[src/rtl/ram_arbiter.sv]
// rtl/ram_arbiter.sv - round-robin N-port RAM arbiter with testbench override and sticky halt
module ram_arbiter #(
  parameter int NPORTS = 2,
  parameter int AW     = 32,
  parameter int DW     = 32
) (
  input  logic                 CLK,
  input  logic                 nRST,
  input  logic [NPORTS-1:0]    memREN,
  input  logic [NPORTS-1:0]    memWEN,
  input  logic [NPORTS*AW-1:0] memaddr,
  input  logic [NPORTS*DW-1:0] memstore,
  output logic [NPORTS-1:0]    memwait,
  output logic [DW-1:0]        memload,
  output logic [NPORTS-1:0]    memerr,
  input  logic [NPORTS-1:0]    halt_in,
  output logic                 halt,
  input  logic                 tbCTRL,
  input  logic                 tbREN,
  input  logic                 tbWEN,
  input  logic [AW-1:0]        tbaddr,
  input  logic [DW-1:0]        tbstore,
  output logic                 ramREN,
  output logic                 ramWEN,
  output logic [AW-1:0]        ramaddr,
  output logic [DW-1:0]        ramstore,
  input  logic [DW-1:0]        ramload,
  input  logic [1:0]           ramstate
);

  localparam int OW = (NPORTS > 1) ? $clog2(NPORTS) : 1;

  typedef enum logic {IDLE, GRANT} state_t;

  state_t          state_q, state_d;
  logic [OW-1:0]   owner_q, owner_d;
  logic [OW-1:0]   last_q, last_d;
  logic            halt_q, halt_d;

  logic [NPORTS-1:0] req;
  logic [NPORTS-1:0] owner_oh;
  logic              own_req, own_ren, own_wen;
  logic [AW-1:0]     own_addr;
  logic [DW-1:0]     own_store;
  logic              found;
  logic [OW-1:0]     pick;
  logic              done;

  assign req = memREN | memWEN;

  always_comb begin
    own_ren   = 1'b0;
    own_wen   = 1'b0;
    own_addr  = '0;
    own_store = '0;
    owner_oh  = '0;
    for (int i = 0; i < NPORTS; i++) begin
      if (int'(owner_q) == i) begin
        own_ren     = memREN[i];
        own_wen     = memWEN[i];
        own_addr    = memaddr[i*AW +: AW];
        own_store   = memstore[i*DW +: DW];
        owner_oh[i] = 1'b1;
      end
    end
    own_req = own_ren | own_wen;
  end

  // Scan last+1, last+2, ... with wrap; first requester found wins.
  always_comb begin
    found = 1'b0;
    pick  = last_q;
    for (int k = 1; k <= NPORTS; k++) begin
      for (int i = 0; i < NPORTS; i++) begin
        if (!found && req[i] && i == (int'(last_q) + k) % NPORTS) begin
          found = 1'b1;
          pick  = OW'(i);
        end
      end
    end
  end

  // ACCESS (2) and ERROR (3) both end the transfer; bit 1 marks them.
  assign done = (state_q == GRANT) && own_req && !tbCTRL && ramstate[1];

  always_comb begin
    state_d = state_q;
    owner_d = owner_q;
    last_d  = last_q;
    halt_d  = halt_q | (&halt_in);
    if (tbCTRL) begin
      state_d = IDLE;
    end else begin
      case (state_q)
        IDLE: begin
          if (found) begin
            state_d = GRANT;
            owner_d = pick;
          end
        end
        GRANT: begin
          if (!own_req) begin
            state_d = IDLE;
          end else if (ramstate[1]) begin
            state_d = IDLE;
            last_d  = owner_q;
          end
        end
        default: state_d = IDLE;
      endcase
    end
  end

  always_ff @(posedge CLK or negedge nRST) begin
    if (!nRST) begin
      state_q <= IDLE;
      owner_q <= '0;
      last_q  <= OW'(NPORTS - 1);
      halt_q  <= 1'b0;
    end else begin
      state_q <= state_d;
      owner_q <= owner_d;
      last_q  <= last_d;
      halt_q  <= halt_d;
    end
  end

  always_comb begin
    if (tbCTRL) begin
      ramREN   = tbREN;
      ramWEN   = tbWEN;
      ramaddr  = tbaddr;
      ramstore = tbstore;
    end else begin
      ramREN   = (state_q == GRANT) && own_ren && !own_wen;
      ramWEN   = (state_q == GRANT) && own_wen;
      ramaddr  = own_addr;
      ramstore = own_store;
    end
  end

  assign memwait = req & ~(done ? owner_oh : '0);
  assign memerr  = (done && ramstate[0]) ? owner_oh : '0;
  assign memload = ramload;
  assign halt    = halt_q;

endmodule

[config.mk]
export PLATFORM = sky130hd
export DESIGN_NAME = ram_arbiter
export DESIGN_NICKNAME = d
export VERILOG_FILES = /design/src/rtl/ram_arbiter.sv
export SDC_FILE = /design/constraint.sdc
export NUM_CORES = 1
export LEC_CHECK = 0
export ABC_AREA = 0
export CORE_AREA = 2 2 131 133
export DETAILED_ROUTE_END_ITERATION = 6
export DIE_AREA = 0 0 133 135
export GPL_ROUTABILITY_DRIVEN = 0
export GPL_TIMING_DRIVEN = 0
export PLACE_DENSITY = 0.5
export SLEW_MARGIN = 20
export SYNTH_ARGS = -nofsm -noshare
export SYNTH_HDL_FRONTEND = slang
export SYNTH_SLANG_ARGS = --single-unit
[constraint.sdc]
create_clock -name CLK -period 2.44 [get_ports CLK]
set_clock_uncertainty 0.2 [all_clocks]
set_input_delay 0.61 -clock CLK [delete_from_list [all_inputs] [get_ports CLK]]
set_output_delay 0.61 -clock CLK [all_outputs]
set_load 0.02 [all_outputs]
== Word level (Yosys, flattened, before mapping) ==
Index checks and enable logic that the tools add are counted.
W data, S select, Z words.

* Register bits: 4
* Latch bits: 0
* Memory bits (writable): 0
* Bits in read-only memories: 0
* Bits of input ports: 237
* Word-level logic and storage cells: 66
* Memories: 0

* $add $sub $neg: 2
* Multipliers: 0
* Div/mod/pow operators: 0
* Magnitude comparators: 0
* Eq/ne operators: 2
* Shift-type cells: 0
* Mux-type cells: 25
* Bitwise operators: 9
* Reductions and logical operators: 24

{| class="wikitable"
|+ Operator list
! operator !! count
|-
| $mux W32 || 4
|-
| $logic_not A32 Y1 || 2
|-
| $mux W1 || 18
|-
| $logic_and A1 B1 Y1 || 14
|-
| $logic_not A1 Y1 || 5
|-
| $eq A2 B2 Y1 const A || 2
|-
| $mux W2 || 2
|-
| $reduce_and A4 Y1 || 1
|-
| $reduce_and A3 Y1 || 1
|-
| $add A1 B1 Y1 const B || 2
|-
| $and A1 B1 Y1 const A || 2
|-
| $and A2 B2 Y2 || 1
|-
| $not A1 Y1 || 2
|-
| $not A2 Y2 || 1
|-
| $or A1 B1 Y1 || 2
|-
| $or A2 B2 Y2 || 1
|-
| $pmux W1 S2 || 1
|-
| $reduce_and A2 Y1 || 1
|}

== Logic depth before layout (Yosys ltp) ==
* Depth in word-level cells: 20
* Depth in mapped cells: 4
* Depth with buffers taken out: 3

== Worst setup path before layout ==
OpenSTA, ideal clock, no wires.

* Path kind: input to output
* From: input tbCTRL
* To: output memerr[0]
* Arrival: 1.530 ns
* Data required time: 1.630 ns
* Setup slack: 0.100 ns
* Cell stages on the path: 4
* Buffers on the path: 1
* Cell sequence: buf_2 > and3b_1 > nand2_1 > nor3_1

* Cells in the longest elaborated chain, start to end: 5

{| class="wikitable"
|+ Ends and longest elaborated chain
! item !! line !! source
|-
| from (decl) || 18 || <nowiki>input logic tbCTRL,</nowiki>
|-
| $logic_not A1 Y1 || 84 || <nowiki>assign done = (state_q == GRANT) && own_req && !tbCTRL && ramstate[1];</nowiki>
|-
| $logic_and A1 B1 Y1 (2 in series) || 84 ||
|-
| $logic_and A1 B1 Y1 || 143 || <nowiki>assign memerr = (done && ramstate[0]) ? owner_oh : '0;</nowiki>
|-
| $mux W2 || 143 ||
|-
| to (decl) || 15 || <nowiki>output logic [NPORTS-1:0] memerr,</nowiki>
|}

Every way passes these cells.

== Worst setup path in the final report ==
* From: input memstore[55]
* To: output ramstore[23]

* Cells in the longest elaborated chain, start to end: 2

{| class="wikitable"
|+ Ends and longest elaborated chain
! item !! line !! source
|-
| from (decl) || 12 || <nowiki>input logic [NPORTS*DW-1:0] memstore,</nowiki>
|-
| $mux W32 || 58 || <nowiki>if (int'(owner_q) == i) begin</nowiki>
|-
| $mux W32 || 129 || <nowiki>if (tbCTRL) begin</nowiki>
|-
| to (decl) || 26 || <nowiki>output logic [DW-1:0] ramstore,</nowiki>
|}

Every way passes these cells.

==> results by stage <==
Outcome:
- The run finished with clean final reports.

Floorplanning:
- The initial utilization of the core area, before any placement, comes to 0.1182.
- The core box area is approximately 0.016 mm^2.
- The die covers around 0.018 mm^2.
- The floorplan row count is 47.
- In this run the vertical extent of the chip is between 100 and 150 um.
- Measured along the x axis, the die boundary spans between 100 and 150 um.
- The I/O pin count is between 300 and 400.

Cells and area:
- For this run, the post-layout net count is ~830.
- The top cell types in the final layout, fill and taps aside, are 231 x clkdlybuf4s50_1, 69 x nand2_1, 65 x o21ai_1.
- The fraction of final layout cells with drive strength greater than 1 is 0.1882.
- Leaving out fill and tap cells, the most frequent cell in the layout is clkdlybuf4s50_1.
- The layout-stage area growth over the synthesis result is 172.3%.
- The antenna diode count is 0.
- The area of all placed cells without fillers is between 0.005 and 0.006 mm^2.
- The utilization after layout is 0.3218.

Detailed routing:
- The residual antenna-violating net count after detailed routing is 0.
- Wires add up to around 12000 um.
- The first routing iteration left a little over 80 violations.
- Dividing the detail-routed wire length by the instance count gives around 15 um.
- The first detailed-routing pass ran for 4 iterations.
- The final route contains roughly 3200 vias.
- The residual DRC count is 0.
- Dividing the detail-routed via count by the number of cells gives between 3 and 4.

Timing:
- The final number of hold-violating endpoints came to 0.
- The final critical-path required period is between 2 and 2.5 ns.
- Setup violations remaining at the end of the flow were counted as 0.
- The number of pins with negative max-slew slack in the final report is 0.
- Setup repair after global routing left no endpoint under its margin.
- The maximum frequency from static timing analysis is slightly above 400 MHz.
- After layout, the worst setup slack is just under 0.01 ns.
- Across all hold checks on the routed design, the worst slack comes to roughly 0.26 ns.
- The headroom to the max-slew limit is 0.7583.
- The transition time of the tightest slew-check pin is ~0.36 ns.
- The post-route clock period utilization is 0.9960.
- The sum of negative setup slack is 0 ns.

Run:
- The number of max-cap violations is 0.

Clock network:
- Clock tree synthesis found a total of 4 sinks.
- TritonCTS built the clock tree.
- The clock latency on the worst-skew pair is between 0.2 and 0.25 ns.
- No sink is reached through more buffers than the 2 on the longest clock path.
- The clock buffer count from CTS is 3.
- The clock-pin slew on the worst setup and hold paths is ~0.03 ns.
- The cell at the root of the clock tree is clkbuf_16.
- The post-cts hold buffer count is 0.
- The level count of the clock H-tree is 1.

Synthesis:
- Counting every net in the synthesized netlist gives between 500 and 600.
- The number of instances in the synthesized netlist is approximately 280.
- The summed instance area of the synthesized netlist is between 0.0015 and 0.002 mm^2.
- The register bit count reported by yosys is 4.
- In the synthesized netlist the dominant register cell turns out to be dfrtp_1.
- The number of synthesis warnings is 0.
- In the synthesized netlist the async set-or-reset flop fraction comes to 1.000.
- The mean post-synth cell area is about 6.9 um^2.
- The share of the Yosys chip area taken by registers is 0.05226.
- By area the synthesized netlist is led by mux2i_1 33%, o21ai_1 17%, nand2_1 13%, buf_4 12%, buf_12 6.2%.
- The count of unique library cells instantiated by Yosys is 26.
- The proportion of netlist area held by the largest area contributor is 0.3303.
- The number of flops mapped to enable cells by yosys is 0.
- The most area-hungry cell type in the Yosys netlist is mux2i_1.

Critical path:
- The depth of the worst register-to-register path is 5.
- The largest fanout on the critical path is 1.
- The required time of the critical path is approximately 1.6 ns.
- The launch instance of the worst register-to-register path is owner_q.
- The worst setup path is captured at an output pin.
- The arrival time at the worst endpoint is between 1.5 and 2 ns.
- The launching instance or port of the critical path is memstore[55].
- The launching element type of the critical path is an input port.
- The type of the worst setup path is input port to output pin.

GRT:
- The number of antenna violations at the first check in global routing is 0.
- The via count of the first global-routing pass came to ~3400.
- The overall track demand over capacity in global routing is 0.1210.
- Global routing finished with a remaining overflow of 0.
- The first global-routing pass estimated 17480 um of wire.
- The largest net degree at the start of global routing is 11.

Worst hold path:
- The path class of the tightest hold or removal check is flop to flop.
- The startpoint identified for the worst hold timing path is halt.
- Counting instances, the worst hold path has a depth of 1.

Power and ir drop:
- The switching power is 0.7855 mW.
- Of the total power, combinational logic draws 0.816.
- Of the total power, the share spent switching nets is 0.3999.
- The clock share of power is 0.138.
- The analysis attributes to cell leakage a power of between 2 and 2.5 nW.
- The total power density per cell area is roughly 370 mW/mm^2.
- The design internal power is between 1 and 1.5 mW.
- The share of total power dissipated in sequential elements is 0.045.
- The worst IR drop on VDD is ~0.00018 V.

Place:
- After legalization and detailed placement, the total HPWL measured 10180 um.
- The cell area after placement is approximately 0.0053 mm^2.
- The number of input and output port buffers inserted is around 300.
- The worst slack at placement is -0.6008 ns.
-- cell usage after synthesis, drive strengths merged, types with 2 or more instances --
cell type,count
o21ai,71
nand2,69
mux2i,64
buf,43
clkbuf,12
nor2,5
dfrtp,3
a21o,2
a21oi,2
and3b,2
-- worst paths after layout --
| check | endpoint | slack, ns |
|---|---|---|
| setup / recovery | ramstore[23] | 0.01 |
| min in group asynchronous | state_q | 0.40 |
| hold reg to reg | halt | 0.26 |
| max in group asynchronous | last_q | 1.39 |
| setup reg to reg | state_q | 1.10 |
| hold / removal | halt | 0.26 |
-- per-stage QoR --
step                cells  total power, mW
floorplan             283           0.9764
global placement      809            1.767
detailed placement    809            1.776
CTS                   815            1.996
global route          815            2.085
finish                815            1.964
-- timing repair --
action	CTS	global route
setup buffers	2	0
setup endpoints to repair	70	45
resized for setup	151	67
-- layer usage --
layer	up-vias	track usage	routed length, um
li1	1578	-	-
met1	1418	0.1289	4369
met2	186	0.2453	6501
met3	9	0.02628	1073
met4	0	0.01912	87
met5	-	0	0
-- worst max-delay path: stages --
cell and delay, ns:
clkdlybuf4s50_1 0.48, mux2i_1 0.08, o21ai_1 0.17, clkdlybuf4s15_2 0.29
-- state kept, by name, indices dropped and copies added, names as in the netlist --
register / flops
last_q: 1
halt: 1
state_q: 1
owner_q: 1
-- cell type report --
type | count | area, um^2
buffer | 55 | 493.0
tap | 220 | 275.3
clock buffer | 4 | 78.83
sequential | 4 | 101.3
multi-input combinational | 224 | 1414
timing repair buffer | 308 | 2918
fill | 1711 | 11130
-- kinds of logic after synthesis --
| logic type | Yosys count | synth area share |
|---|---|---|
| multiplexers | 65 | 0.3361 |
| AO/OA/AOI/OAI | 78 | 0.2123 |
| flip-flops | 4 | 0.05226 |
| AND/OR/NAND/NOR | 81 | 0.1690 |
| buffers and inverters | 55 | 0.2303 |
-- power by group through the flow --
stage | Combinational, mW | Sequential, mW | Clock, mW
2_1_floorplan | 0.890 | 0.0868 | 0
3_3_place_gp | 1.68 | 0.0895 | 0
3_5_place_dp | 1.69 | 0.0894 | 0
4_1_cts | 1.63 | 0.0886 | 0.272
5_1_grt | 1.71 | 0.0910 | 0.281
6_report | 1.60 | 0.0890 | 0.272
Power figures use the tool's default switching activity.
